`src/rtl/ahbl_pkg.sv`:
```
// ahbl_pkg: shared AHB-Lite encodings and the arbiter port FSM state type.
//   HTRANS_* : transfer type encodings
//   HSIZE_*  : transfer size encodings
//   port_state_t : per-master port FSM states
package ahbl_pkg;

    localparam logic [1:0] HTRANS_IDLE   = 2'b00;
    localparam logic [1:0] HTRANS_BUSY   = 2'b01;
    localparam logic [1:0] HTRANS_NONSEQ = 2'b10;
    localparam logic [1:0] HTRANS_SEQ    = 2'b11;

    localparam logic [2:0] HSIZE_BYTE  = 3'b000;
    localparam logic [2:0] HSIZE_HALF  = 3'b001;
    localparam logic [2:0] HSIZE_WORD  = 3'b010;
    localparam logic [2:0] HSIZE_DWORD = 3'b011;

    typedef enum logic [1:0] {
        PORT_IDLE = 2'b00,
        PORT_PEND = 2'b01,
        PORT_ADDR = 2'b10,
        PORT_DATA = 2'b11
    } port_state_t;

endpackage

```
`src/rtl/ahbl_arb_port.sv`:
```
// ahbl_arb_port: one master-side port of the two-master AHB-Lite arbiter.
// Captures the master's address phase into a one-entry buffer, tracks the
// transfer through pending / slave address phase / slave data phase, and
// generates the master-side HREADY.
// Ports:
//   HCLK, HRESETn      clock, async active-low reset
//   req                master request (HTRANS[1])
//   haddr/hsize/hwrite master address-phase signals
//   grant              scheduler grant (valid while pend=1)
//   s_hready           slave ready
//   hready             master-side ready
//   pend/in_addr/in_data  port state flags for the scheduler and muxes
//   cap_addr/cap_size/cap_write  captured address phase
module ahbl_arb_port
    import ahbl_pkg::*;
(
    input  logic        HCLK,
    input  logic        HRESETn,
    input  logic        req,
    input  logic [31:0] haddr,
    input  logic [2:0]  hsize,
    input  logic        hwrite,
    input  logic        grant,
    input  logic        s_hready,
    output logic        hready,
    output logic        pend,
    output logic        in_addr,
    output logic        in_data,
    output logic [31:0] cap_addr,
    output logic [2:0]  cap_size,
    output logic        cap_write
);

    port_state_t state, state_nxt;
    logic        capture;

    always_comb begin
        state_nxt = state;
        capture   = 1'b0;
        case (state)
            PORT_IDLE: begin
                if (req) begin
                    state_nxt = PORT_PEND;
                    capture   = 1'b1;
                end
            end
            PORT_PEND: begin
                if (grant) state_nxt = PORT_ADDR;
            end
            PORT_ADDR: begin
                if (s_hready) state_nxt = PORT_DATA;
            end
            PORT_DATA: begin
                // Master HREADY follows S_HREADY here, so a request seen on
                // the completing edge is a legal back-to-back address phase.
                if (s_hready) begin
                    if (req) begin
                        state_nxt = PORT_PEND;
                        capture   = 1'b1;
                    end else begin
                        state_nxt = PORT_IDLE;
                    end
                end
            end
            default: state_nxt = PORT_IDLE;
        endcase
    end

    always_ff @(posedge HCLK or negedge HRESETn) begin
        if (!HRESETn) begin
            state     <= PORT_IDLE;
            cap_addr  <= '0;
            cap_size  <= '0;
            cap_write <= 1'b0;
        end else begin
            state <= state_nxt;
            if (capture) begin
                cap_addr  <= haddr;
                cap_size  <= hsize;
                cap_write <= hwrite;
            end
        end
    end

    assign pend    = (state == PORT_PEND);
    assign in_addr = (state == PORT_ADDR);
    assign in_data = (state == PORT_DATA);

    always_comb begin
        case (state)
            PORT_IDLE: hready = 1'b1;
            PORT_DATA: hready = s_hready;
            default:   hready = 1'b0;
        endcase
    end

endmodule

```
`src/rtl/ahbl_arbiter.sv`:
```
// ahbl_arbiter: two-master AHB-Lite arbiter sharing one slave path.
// Parameter RR: 1 = round-robin, 0 = fixed priority (M0 wins ties).
// Ports:
//   HCLK, HRESETn                 clock, async active-low reset
//   M0_*/M1_* HADDR/HTRANS/HSIZE/HWRITE/HWDATA  master inputs
//   M0_HREADY/M1_HREADY           per-master ready
//   M_HRDATA                      read data broadcast to both masters
//   S_HADDR/S_HTRANS/S_HSIZE/S_HWRITE/S_HWDATA  slave outputs
//   S_HREADY/S_HRDATA             slave inputs
module ahbl_arbiter
    import ahbl_pkg::*;
#(
    parameter logic RR = 1'b1
) (
    input  logic        HCLK,
    input  logic        HRESETn,
    input  logic [31:0] M0_HADDR,
    input  logic [1:0]  M0_HTRANS,
    input  logic [2:0]  M0_HSIZE,
    input  logic        M0_HWRITE,
    input  logic [31:0] M0_HWDATA,
    output logic        M0_HREADY,
    input  logic [31:0] M1_HADDR,
    input  logic [1:0]  M1_HTRANS,
    input  logic [2:0]  M1_HSIZE,
    input  logic        M1_HWRITE,
    input  logic [31:0] M1_HWDATA,
    output logic        M1_HREADY,
    output logic [31:0] M_HRDATA,
    output logic [31:0] S_HADDR,
    output logic [1:0]  S_HTRANS,
    output logic [2:0]  S_HSIZE,
    output logic        S_HWRITE,
    output logic [31:0] S_HWDATA,
    input  logic        S_HREADY,
    input  logic [31:0] S_HRDATA
);

    logic        pend0, pend1, addr0, addr1, data0, data1;
    logic        gnt0, gnt1, slot_free, last_grant;
    logic [31:0] cap_addr0, cap_addr1;
    logic [2:0]  cap_size0, cap_size1;
    logic        cap_write0, cap_write1;
    logic        unused_htrans0;

    // SEQ is treated as NONSEQ and BUSY as IDLE, so only HTRANS[1] matters.
    assign unused_htrans0 = M0_HTRANS[0] ^ M1_HTRANS[0];

    ahbl_arb_port u_port0 (
        .HCLK      (HCLK),
        .HRESETn   (HRESETn),
        .req       (M0_HTRANS[1]),
        .haddr     (M0_HADDR),
        .hsize     (M0_HSIZE),
        .hwrite    (M0_HWRITE),
        .grant     (gnt0),
        .s_hready  (S_HREADY),
        .hready    (M0_HREADY),
        .pend      (pend0),
        .in_addr   (addr0),
        .in_data   (data0),
        .cap_addr  (cap_addr0),
        .cap_size  (cap_size0),
        .cap_write (cap_write0)
    );

    ahbl_arb_port u_port1 (
        .HCLK      (HCLK),
        .HRESETn   (HRESETn),
        .req       (M1_HTRANS[1]),
        .haddr     (M1_HADDR),
        .hsize     (M1_HSIZE),
        .hwrite    (M1_HWRITE),
        .grant     (gnt1),
        .s_hready  (S_HREADY),
        .hready    (M1_HREADY),
        .pend      (pend1),
        .in_addr   (addr1),
        .in_data   (data1),
        .cap_addr  (cap_addr1),
        .cap_size  (cap_size1),
        .cap_write (cap_write1)
    );

    // The address slot frees up on the edge that accepts the current
    // address phase, letting the next port overlap the data phase.
    assign slot_free = !(addr0 || addr1) || S_HREADY;

    // last_grant: 0 = M0 granted most recently, 1 = M1.
    always_comb begin
        gnt0 = 1'b0;
        gnt1 = 1'b0;
        if (slot_free) begin
            if (pend0 && pend1) begin
                if (RR && !last_grant) gnt1 = 1'b1;
                else                   gnt0 = 1'b1;
            end else begin
                gnt0 = pend0;
                gnt1 = pend1;
            end
        end
    end

    // Slave address signals are loaded at grant time; the capture buffer
    // cannot change while its port is in ADDR, so this also holds the last
    // issued values once the bus goes idle.
    always_ff @(posedge HCLK or negedge HRESETn) begin
        if (!HRESETn) begin
            last_grant <= 1'b1;
            S_HADDR    <= '0;
            S_HSIZE    <= '0;
            S_HWRITE   <= 1'b0;
        end else if (gnt0) begin
            last_grant <= 1'b0;
            S_HADDR    <= cap_addr0;
            S_HSIZE    <= cap_size0;
            S_HWRITE   <= cap_write0;
        end else if (gnt1) begin
            last_grant <= 1'b1;
            S_HADDR    <= cap_addr1;
            S_HSIZE    <= cap_size1;
            S_HWRITE   <= cap_write1;
        end
    end

    assign S_HTRANS = (addr0 || addr1) ? HTRANS_NONSEQ : HTRANS_IDLE;

    always_comb begin
        if (data0)      S_HWDATA = M0_HWDATA;
        else if (data1) S_HWDATA = M1_HWDATA;
        else            S_HWDATA = '0;
    end

    assign M_HRDATA = S_HRDATA;

endmodule

```
`config.mk`:
```
export PLATFORM = sky130hd
export DESIGN_NAME = ahbl_arbiter
export DESIGN_NICKNAME = d
export VERILOG_FILES = /design/src/rtl/ahbl_pkg.sv /design/src/rtl/ahbl_arb_port.sv /design/src/rtl/ahbl_arbiter.sv
export SDC_FILE = /design/constraint.sdc
export NUM_CORES = 1
export LEC_CHECK = 0
export ABC_AREA = 1
export CAP_MARGIN = 20
export CORE_UTILIZATION = 38
export DETAILED_ROUTE_END_ITERATION = 10
export PLACE_DENSITY_LB_ADDON = 0.2
export SLEW_MARGIN = 20
export SYNTH_ARGS = -nofsm -noshare
export SYNTH_HDL_FRONTEND = slang
export SYNTH_SLANG_ARGS = --single-unit
```
`constraint.sdc`:
```
create_clock -name HCLK -period 1.6 [get_ports HCLK]
set_input_delay 0.32 -clock HCLK [delete_from_list [all_inputs] [get_ports HCLK]]
set_output_delay 0.32 -clock HCLK [all_outputs]
set_load 0.01 [all_outputs]
```
======== After elaboration in Yosys (flattened, before gate mapping) ========
Index checks and enable logic that the tools add are counted.
storage, ports and cells
  register bits after elaboration ......... 113
cells by class
  multiplexer cells ....................... 36
  reductions and logical operators ........ 9
  equality and inequality tests ........... 14
operators with widths
  cell                  number
  $mux W32              4
  $mux W1               16
  $mux W2               8
  $pmux W2 S4           2
  $ne A2 B2 Y1 const B  6
  $eq A2 B2 Y1 const B  4
  $pmux W1 S2           4
  $reduce_and A4 Y1     2
  $mux W3               2
  $eq A2 B1 Y1 const B  2
  $logic_not A2 Y1      2
  $ne A2 B1 Y1 const B  2
  $logic_or A1 B1 Y1    2
  $reduce_bool A2 Y1    1
  $logic_and A1 B1 Y1   1
  $logic_not A1 Y1      1

======== Longest topological paths before layout ========
Gate-level depths: netlist (run 1).
  word-level depth ........................ 7
  mapped depth ............................ 12

======== Hierarchy ========
Synthesis (run 1) repeated with hierarchy kept, for this count alone.
unflattened totals
  cells, all modules ...................... 844
  area, all modules ....................... 6268.5 µm²
modules (own cells, without submodules)
  module         cells each  instances  area an instance (µm²)  sequential area each (µm²)
  ahbl_arb_port  190         2          1690.4                  950.9
  ahbl_arbiter   464         1          2887.8                  927.1

======== Worst setup path after synthesis (run 1) ========
OpenSTA, ideal clock, no wires.
  path type ............................... reg-to-reg
  from .................................... register u_port0.state[0]
  to ...................................... register S_HADDR[17]
  data arrival time ....................... 1566 ps
  stages on the path, launching flop included .. 11
  library setup time ...................... 117 ps
  setup slack ............................. -84 ps
  required time ........................... 1483 ps
  path through ............................ dfrtp_1 inv_1 ha_1 inv_2 nand2_1 nand2_1 buf_4 clkbuf_1 nand3b_1 nand3_1 nand2_1
on the way
  longest elaborated chain between the ends .. 6
RTL lines
  item                                                   RTL line             text
  from (decl)                                            ahbl_arb_port.sv:34  port_state_t state, state_nxt;
  from (signal assigned)                                 ahbl_arb_port.sv:76  state <= state_nxt;
  $eq A2 B2 Y1                                           ahbl_arb_port.sv:86  assign in_addr = (state == PORT_ADDR);
  $logic_or A1 B1 Y1                                     ahbl_arbiter.sv:87   assign slot_free = !(addr0 || addr1) || S_HREADY;
  $logic_not A1 Y1                                       ahbl_arbiter.sv:87
  $logic_or A1 B1 Y1                                     ahbl_arbiter.sv:87
  $mux W1                                                ahbl_arbiter.sv:93   if (slot_free) begin
  $mux W32 / $reduce_bool A2 Y1 (equally long branches)  n/a
  to (signal assigned)                                   ahbl_arbiter.sv:115  S_HADDR <= cap_addr0;
  to (signal assigned)                                   ahbl_arbiter.sv:120  S_HADDR <= cap_addr1;
  to (decl)                                              ahbl_arbiter.sv:30   output logic [31:0] S_HADDR,
Several ways; a longest one is shown, not always the timed one.
A chain may end at the register's enable or synchronous reset.

======== Worst setup path after layout (run 1) ========
  from .................................... register u_port0.state[0]
  to ...................................... output port S_HWDATA[28]
on the way
  longest elaborated chain between the ends .. 2
RTL lines
  item          RTL line             text
  $eq A2 B2 Y1  ahbl_arb_port.sv:87  assign in_data = (state == PORT_DATA);
  $mux W32      ahbl_arbiter.sv:129  if (data0) S_HWDATA = M0_HWDATA;
  to (decl)     ahbl_arbiter.sv:34   output logic [31:0] S_HWDATA,
Every way passes these cells.

==> results of run 1 <==
## what timing repair did
action,in CTS,in global routing
pin swaps,18,13
cloned,8,16
hold endpoints to repair,112,0
setup buffers,18,5
hold buffers,1,0
gates resized for setup,270,107
endpoints found under the setup margin,184,153
## layout make-up
type / count / area (sq um) / area share
Timing Repair Buffer: 297 / 3270 / 0.328
Sequential cell: 113 / 2830 / 0.284
Multi-Input combinational cell: 493 / 2820 / 0.283
Clock buffer: 21 / 440 / 0.0442
Inverter: 66 / 253 / 0.0254
Tap cell: 188 / 235 / 0.0236
Clock inverter: 11 / 115 / 0.0115
## cell families (layout without fill, tap and decap cells)
| group | Yosys count | count (layout) | share of synthesized area |
|---|---|---|---|
| buf+inv | 148 | 395 | 0.128 |
| compound gates | 61 | 61 | 0.0552 |
| fa+ha+maj | 10 | 10 | 0.0213 |
| other cells | 1 | 1 | 0.000638 |
| simple gates | 421 | 421 | 0.313 |
| flops | 113 | 113 | 0.481 |
## Yosys cell counts, drive strengths merged
| library cell | count | area, sq um |
|---|---|---|
| nand2 | 198 | 751 |
| buf | 66 | 444 |
| dfstp | 1 | 26.3 |
| a21oi | 60 | 319 |
| nand3 | 146 | 731 |
| nor2 | 58 | 218 |
| o21ai | 1 | 5.00 |
| dfrtp | 112 | 2800 |
| conb | 1 | 3.75 |
| nand3b | 19 | 143 |
| ha | 10 | 125 |
| clkbuf | 16 | 60.1 |
| inv | 66 | 248 |
## tightest hold or removal path: cells and delay by family
family	cells	cell delay, ps
buffers and inverters	3	910
## power by group through the flow
stage          clock network, mW  registers, mW  logic, mW
2_1_floorplan                  0           5.05       5.28
3_3_place_gp                   0           4.91       9.42
3_5_place_dp                   0           4.93       9.55
4_1_cts                     3.61           4.90       10.8
5_1_grt                     3.74           5.06       13.6
6_report                    3.58           4.92       12.6
## how the worst min path moves through the flow
stage	startpoint	endpoint	slack, ps	depth (start not counted)
6_report	HRESETn	u_port1.cap_addr[12]	450	3
2_1_floorplan	HRESETn	S_HADDR[0]	20	0
3_5_place_dp	HRESETn	u_port1.cap_addr[12]	340	2
5_1_grt	u_port0.cap_size[0]	u_port0.cap_size[0]	470	2
3_3_place_gp	HRESETn	u_port1.cap_addr[12]	340	2
4_1_cts	HRESETn	u_port1.cap_addr[12]	460	3
## sequential cells by signal, indices dropped and copies added (netlist names)
name and count:
u_port0.cap_write 1, u_port1.cap_addr 32, u_port1.cap_size 3, last_grant 1, u_port0.state 2, u_port0.cap_size 3, u_port0.cap_addr 32, S_HADDR 32
S_HSIZE 3, u_port1.state 2, u_port1.cap_write 1, S_HWRITE 1
## stage by stage
stage	power (mW)	util	setup WS, ps	TNS [ps]
after floorplan	10.3	-	-61.7	-1850
after global placement	14.3	0.541	-535	-42210
after detailed placement	14.5	0.541	-524	-43490
after CTS	19.3	0.613	-331	-27180
after global routing	22.4	0.658	-380	-36870
final	21.1	0.658	-316	-27280
## layer usage
layer	wire length [um]	global-route usage	vias up
met2	10300	0.400	253
met5	0	0	-
met4	356	0.0794	0
met1	8690	0.298	2863
li1	-	-	2850
met3	1390	0.0489	33
==> impl_metrics.json, run 1 <==
{
  "outcome": "finished with violations",
  "violations": "negative setup slack",
  "clockBufferDepth": 2,
  "yosys_warnings": 0,
  "insertedDiodeCount": 0,
  "fmax_mhz": 522,
  "grt_util_all_layers": 0.235,
  "final_area_sq_um": 9970,
  "drive_gt1_frac": 0.270,
  "crit_path_cell_trace": "ha_4 > inv_4 > buf_6 > buf_8 > nand3_2 > nand2_1 > buf_2",
  "wl_per_cell_um": 17.4,
  "postRouteAntennaNets": 0,
  "arrival_ps": 1600,
  "dpl_cell_area_sq_um": 8190,
  "die_w_um": 126,
  "clkSinkCount": 113,
  "critPathCaptureType": "primary output",
  "rr_endpoint": "S_HADDR[15]",
  "crit_path_start": "u_port0.state[0]",
  "power_leakage_nw": 4.89,
  "drv_cap": 0,
  "layout_commonest_cell": "nand2_1",
  "dr.pass1.iters": 5,
  "drcViolationCount": 0,
  "slew_violations": 0,
  "drt-initial-drc-count": 327,
  "cellInternalPower_mw": 12.6,
  "critPathKind": "reg2out",
  "placed_cells": 1114,
  "critPathSlowestCell": "dfrtp_1",
  "cts_root_buf": "clkbuf_16",
  "hold_viol": 0,
  "path_delay_family": "buffers and inverters",
  "critPathMaxStageDelay_ps": 410,
  "grt-ovfl-total": 0,
  "core_area_sq_um": 15100,
  "cp-endpoint": "S_HWDATA[28]",
  "final_cells": 1189,
  "path_max_fanout": 5,
  "vias": 5999,
  "avgSynthCellArea_sq_um": 7.79,
  "switching_share": 0.403,
  "path_buf_inv": 4,
  "setup_viol": 115,
  "hpwl_mm": 11.9,
  "clock_latency_ps": 410,
  "p_switching_mw": 8.49,
  "cts_tree": "done",
  "cp.depth": 7,
  "hold_class": "in2async",
  "io_buffers": 211,
  "antenna_found_initial": 0,
  "rows": 45,
  "place_congestion": 0.758,
  "reg2reg_depth": 12,
  "combPwrFrac": 0.597,
  "netlist_area_sq_um": 5880,
  "wl_mm": 20.7,
  "p_per_area_nw_per_um2": 2110,
  "required_ps": 1280,
  "period_share": 1.20,
  "die_area_sq_um": 16000,
  "setup_slack_ps": -316,
  "syn_to_final_growth_pct": 69.7,
  "initial_core_util": 0.388,
  "seqPwrFrac": 0.233,
  "grt_max_degree": 66,
  "grt_pass1_vias": 5712,
  "cts_buffers": 17,
  "fin_nets": 1173,
  "ys_seq_area_frac": 0.481,
  "pwr-share-clk": 0.170,
  "viasPerCell": 5.05,
  "io_pins": 279,
  "fin_worst_skew_ps": 7.85,
  "rsz0062_at_grt": "true",
  "ys_types": 20,
  "r2r_slack_ps": -300,
  "irDropWorstVdd_mv": 1.23,
  "die_h_um": 126,
  "fill_cells": 1217,
  "timing.rr.start": "u_port0.state[1]",
  "htreeDepth": 4,
  "syn_inst": 754,
  "synth_fp_nets": 939,
  "hold_slack_ps": 450,
  "crit_path_start_kind": "flip-flop",
  "final_cell_mix": "nand2_1, clkdlybuf4s50_1, nand3_1",
  "period_needed_ps": 1920,
  "path_clk_slew_ps": 50,
  "ys_seq_elements": 113,
  "grt_pass1_wl_mm": 29.1
}
No activity file was read; power rests on OpenSTA's default activity.
==> run 2: changes to the inputs <==
--- a/config.mk
+++ b/config.mk
@@ -6,8 +6,11 @@
 export NUM_CORES = 1
 export LEC_CHECK = 0
 export ABC_AREA = 1
+export ABC_CLOCK_PERIOD_IN_PS = 1600
 export CAP_MARGIN = 20
-export CORE_UTILIZATION = 38
+export CELL_PAD_IN_SITES_DETAIL_PLACEMENT = 0
+export CELL_PAD_IN_SITES_GLOBAL_PLACEMENT = 2
+export CORE_UTILIZATION = 20
 export DETAILED_ROUTE_END_ITERATION = 10
 export PLACE_DENSITY_LB_ADDON = 0.2
 export SLEW_MARGIN = 20
==> impl_metrics.json, run 2 (synthesis gave the netlist of run 1 again) <==
{
  "period_share": 1.19,
  "critPathSlowestCell": "dfrtp_2",
  "fin_nets": 1186,
  "violations": "negative setup slack",
  "critPathMaxStageDelay_ps": 420,
  "layout_commonest_cell": "nand2_1",
  "insertedDiodeCount": 0,
  "hpwl_mm": 14.6,
  "tns_ps": -27520,
  "wl_per_cell_um": 16.6,
  "postRouteAntennaNets": 0,
  "clkSinkCount": 113,
  "grt_util_all_layers": 0.153,
  "multi_input_area_sq_um": 2910,
  "setup_slack_ps": -312,
  "rr_endpoint": "S_HADDR[1]",
  "path_clk_slew_ps": 60,
  "die_area_sq_um": 30100,
  "crit_top_cell": "buf_4",
  "slew_violations": 0,
  "die_w_um": 173,
  "viasPerCell": 4.16,
  "htreeDepth": 4,
  "grt-ovfl-total": 0,
  "outcome": "finished with violations",
  "io_pins": 279,
  "power_leakage_nw": 4.95,
  "clock_latency_ps": 410,
  "drive_gt1_frac": 0.292,
  "dpl_cell_area_sq_um": 8570,
  "cts_buffers": 17,
  "reg2reg_depth": 11,
  "drcViolationCount": 0,
  "core_area_sq_um": 28800,
  "ff_latch_area_sq_um": 2830,
  "fmax_mhz": 523,
  "syn_to_final_growth_pct": 78.2,
  "grt_max_degree": 39,
  "crit_path_start_kind": "flip-flop",
  "clockBufferDepth": 2,
  "place_congestion": 0.746,
  "hold_slack_ps": 357,
  "maxUsedRoutingLayer": "met5",
  "hold_class": "in2async",
  "total_power_mw": 21.9,
  "cp.depth": 11,
  "wl_met3_mm": 1.15,
  "path_buf_inv": 5,
  "r2r_slack_ps": -310,
  "cp-endpoint": "S_HADDR[1]",
  "p_per_area_nw_per_um2": 2090,
  "timing.rr.start": "u_port0.state[0]",
  "critPathCaptureType": "flip-flop",
  "cts_root_buf": "clkbuf_16",
  "rsz0062_at_grt": "true",
  "grt_pass1_vias": 6151,
  "final_area_sq_um": 10500,
  "die_h_um": 173,
  "cts_tree": "done",
  "crit_path_cell_trace": "buf_4 > buf_4 > buf_4 > ha_4 > buf_4 > a21oi_4 > nand2_4 > nand2_8 > clkbuf_16 > nand3_1 > nand2_1",
  "hold_viol": 0,
  "arrival_ps": 2270,
  "pre_cts_slack_ps": -504,
  "final_cell_mix": "nand2_1, clkdlybuf4s50_1, nand3_1",
  "rows": 62,
  "dr.pass1.iters": 4,
  "drt-initial-drc-count": 214,
  "setup_viol": 148,
  "path_max_fanout": 7,
  "critPathKind": "reg2reg",
  "grt_pass1_wl_mm": 35.2,
  "vias": 5812,
  "reg_top3": "S_HADDR x32, u_port0.cap_addr x32, u_port1.cap_addr x32",
  "period_needed_ps": 1910,
  "met1_length_mm": 10.7,
  "drv_cap": 0,
  "antenna_found_initial": 1,
  "met2_length_mm": 11.2,
  "path_delay_family": "buffers and inverters",
  "crit_path_start": "u_port0.state[0]",
  "fin_worst_skew_ps": 12.5,
  "fill_cells": 2998,
  "required_ps": 1960,
  "initial_core_util": 0.204,
  "wl_mm": 23.2,
  "io_buffers": 211,
  "irDropWorstVdd_mv": 0.803
}
==> run 2: metal layers <==
layer  vias up  GRT usage
met5         -          0
met4         2     0.0406
met3        18     0.0371
met2       159      0.254
met1      2749      0.199
li1       2884          -
==> run 2: how the worst min path moves through the flow <==
stage | startpoint | to | slack [ps]
CTS | HRESETn | u_port0.cap_addr[12] | 360
detailed placement | HRESETn | u_port0.cap_addr[12] | 260
finish | HRESETn | u_port0.cap_addr[12] | 360
global route | HRESETn | u_port0.cap_addr[12] | 360
floorplan | HRESETn | S_HADDR[0] | 20
global placement | HRESETn | u_port0.cap_addr[12] | 260
==> run 2: repair_timing <==
item,4_1_cts,5_1_grt
endpoints found under the setup margin,183,148
endpoints found under the hold margin,18,0
resized for setup,299,80
cloned,15,5
hold buffers,1,0
pin swaps,20,20
buffers inserted,22,5
==> run 2: through the flow <==
step	utilization	cells
floorplan	-	754
global placement	0.298	1324
detailed placement	0.298	1324
CTS	0.349	1390
global route	0.364	1398
finish	0.364	1398
==> run 2: area by class of cell <==
cell class              count  share of cell area
well taps                 384              0.0459
repair buffers            309               0.324
multi-input cells         494               0.278
clock buffers              18              0.0419
flip-flops and latches    113               0.271
inverters                  66              0.0249
clock inverters            14              0.0148
==> run 2: report_power, final <==
| part | leakage, nW | switching (mW) | internal [mW] |
|---|---|---|---|
| logic | 3.39 | 6.74 | 6.33 |
| clock network | 0.276 | 1.49 | 2.35 |
| registers | 1.29 | 0.633 | 4.32 |
==> run 3: changes to the inputs <==
--- a/config.mk
+++ b/config.mk
@@ -5,14 +5,14 @@
 export SDC_FILE = /design/constraint.sdc
 export NUM_CORES = 1
 export LEC_CHECK = 0
-export ABC_AREA = 1
 export ABC_CLOCK_PERIOD_IN_PS = 1600
 export CAP_MARGIN = 20
 export CELL_PAD_IN_SITES_DETAIL_PLACEMENT = 0
 export CELL_PAD_IN_SITES_GLOBAL_PLACEMENT = 2
-export CORE_UTILIZATION = 20
+export CORE_UTILIZATION = 21
 export DETAILED_ROUTE_END_ITERATION = 10
-export PLACE_DENSITY_LB_ADDON = 0.2
+export PLACE_DENSITY_LB_ADDON = 0.1
+export SETUP_SLACK_MARGIN = 0.15
 export SLEW_MARGIN = 20
 export SYNTH_ARGS = -nofsm -noshare
 export SYNTH_HDL_FRONTEND = slang
==> impl_metrics.json, run 3 <==
{
  "outcome": "finished with violations",
  "violations": "negative setup slack",
  "critPathKind": "reg2out",
  "path_max_fanout": 5,
  "syn_inst": 475,
  "cts_root_buf": "clkbuf_16",
  "seqPwrFrac": 0.228,
  "path_buf_inv": 4,
  "setup_slack_ps": -519,
  "io_buffers": 211,
  "fmax_mhz": 472,
  "die_h_um": 162,
  "synth_fp_nets": 660,
  "initial_core_util": 0.213,
  "io_pins": 279,
  "p_switching_mw": 8.76,
  "synth-edff-count": 0,
  "slew_headroom": 0.667,
  "drv_cap": 0,
  "ff_latch_area_sq_um": 2830,
  "synth_top_area_frac": 0.523,
  "critPathSlowestCell": "dfrtp_1",
  "fin_nets": 931,
  "met1_length_mm": 8.94,
  "grt_pass1_vias": 4978,
  "arrival_ps": 1800,
  "irDropWorstVdd_mv": 0.789,
  "layout_commonest_cell": "clkdlybuf4s50_1",
  "synth_most_common_cell": "dfrtp_1",
  "pwr-share-clk": 0.152,
  "syn_to_final_growth_pct": 89.1,
  "setup_viol": 148,
  "wl_mm": 20.8,
  "power_leakage_nw": 4.35,
  "htreeDepth": 4,
  "p_per_area_nw_per_um2": 2340,
  "crit_path_start_kind": "flip-flop",
  "total_power_mw": 23.7,
  "cts_buffers": 17,
  "path_delay_family": "buffers and inverters",
  "clock_latency_ps": 420,
  "dpl_cell_area_sq_um": 8120,
  "avgSynthCellArea_sq_um": 11.3,
  "critPathMaxStageDelay_ps": 420,
  "ys_seq_area_frac": 0.528,
  "final_cell_mix": "clkdlybuf4s50_1, dfrtp_1, mux2_4",
  "antenna_found_initial": 0,
  "crit_path_start": "u_port1.state[0]",
  "grt_util_all_layers": 0.155,
  "reg_top3": "S_HADDR x32, u_port0.cap_addr x32, u_port1.cap_addr x32",
  "timing.rr.start": "u_port1.state[1]",
  "rows": 58,
  "critPathCaptureType": "primary output",
  "die_area_sq_um": 26100,
  "clkSinkCount": 113,
  "postRouteAntennaNets": 0,
  "drt-initial-drc-count": 184,
  "period_share": 1.32,
  "met2_length_mm": 10.6,
  "clockBufferDepth": 2,
  "hpwl_mm": 12.3,
  "core_area_sq_um": 25100,
  "netlist_area_sq_um": 5360,
  "async_flop_share": 1.00,
  "synth_flop_cell": "dfrtp_1",
  "crit_top_cell": "buf_12",
  "worst_pin_slew_ps": 498,
  "slew_violations": 0,
  "yosys-top-cells-area": "dfrtp_1, mux2_2, a21oi_1",
  "die_w_um": 162,
  "wl_met3_mm": 1.04,
  "viasPerCell": 4.29,
  "wl_per_cell_um": 19.1,
  "yosys_warnings": 0,
  "grt_max_degree": 71,
  "final_area_sq_um": 10100,
  "grt-ovfl-total": 0,
  "rsz0062_at_grt": "true",
  "vias": 4667,
  "drcViolationCount": 0,
  "insertedDiodeCount": 0,
  "hold_class": "in2async",
  "yosysTopAreaCell": "dfrtp_1",
  "multi_input_area_sq_um": 2790,
  "grt_pass1_wl_mm": 30.2,
  "cts_tree": "done",
  "hold_viol": 0,
  "crit_path_cell_trace": "ha_4 > nor2b_4 > buf_12 > buf_12 > buf_6 > a22o_1 > buf_2",
  "yosys-top-cells-count": "dfrtp_1, a21oi_1, mux2_2, nor2_1",
  "path_clk_slew_ps": 60,
  "cellInternalPower_mw": 14.9,
  "period_needed_ps": 2120,
  "drive_gt1_frac": 0.426,
  "place_congestion": 0.769,
  "ys_types": 34,
  "required_ps": 1280,
  "combPwrFrac": 0.620,
  "fin_worst_skew_ps": 24.4,
  "dr.pass1.iters": 6,
  "pre_cts_slack_ps": -497,
  "maxUsedRoutingLayer": "met4",
  "switching_share": 0.369,
  "fill_cells": 2457,
  "ys_seq_elements": 113
}
[run 3: power by group through the flow]
stage | clock, mW | sequential [mW] | combinational, mW
after global routing | 3.86 | 5.61 | 15.7
after global placement | 0 | 5.23 | 10.3
final | 3.61 | 5.41 | 14.7
after detailed placement | 0 | 5.25 | 10.4
after floorplan | 0 | 5.31 | 5.52
after CTS | 3.73 | 5.30 | 12.8
[run 3: metal layers]
layer | vias to the layer above | global-route usage
met4 | 0 | 0.0412
li1 | 2193 | -
met1 | 2305 | 0.188
met5 | - | 0
met2 | 132 | 0.268
met3 | 37 | 0.0426
[run 3: worst register-to-register path, stage by stage (launching register included)]
cell and delay (ps):
dfrtp_1 420, buf_6 130, buf_6 110, buf_6 120, ha_4 160, buf_6 120, o21bai_4 140, buf_6 120
buf_6 110, o21ai_4 150, clkbuf_16 220, a21oi_2 120, a21oi_2 70
[run 3: what timing repair did]
item                                    CTS  global route
pin swaps                                16            47
endpoints found under the setup margin  184           163
gates resized for setup                 267           109
hold buffers                              1             0
endpoints found under the hold margin   112             0
gates cloned                             14             7
buffers inserted                         24            12
[run 3: path summary, 6_finish.rpt]
path                                   endpoint  slack, ps  cells past startpoint
max                                 S_HWDATA[9]       -520                      7
max in group asynchronous            last_grant        760                      3
min in group HCLK          u_port1.cap_addr[18]        510                      2
min                                  S_HADDR[0]        430                      3
min reg2reg                 u_port1.cap_addr[7]        510                      1
max reg2reg                            S_HWRITE       -480                     12
[run 3: final cells by class]
cell class	count	share of cell area
repair buffers	312	0.347
flip-flops and latches	113	0.279
multi-input cells	296	0.275
clock buffers	20	0.0441
well taps	330	0.0408
clock inverters	12	0.0109
inverters	6	0.00321
[run 3: cells by family after synthesis]
kind of cell,synth area share
buffers and inverters,0.0790
flip-flops,0.528
AO/OA/AOI/OAI,0.148
other,0.000700
multiplexers,0.151
adder cells (fa/ha/maj),0.0234
AND/OR/NAND/NOR,0.0694
[run 3: per-stage QoR]
step | TNS, ps | hold slack (ps) | util | std cells
2_1_floorplan | -8450 | 24.4 | - | 475
3_3_place_gp | -52830 | 329 | 0.323 | 999
3_5_place_dp | -54250 | 332 | 0.323 | 999
4_1_cts | -59280 | 430 | 0.376 | 1070
5_1_grt | -69490 | 449 | 0.403 | 1089
6_report | -57550 | 428 | 0.403 | 1089
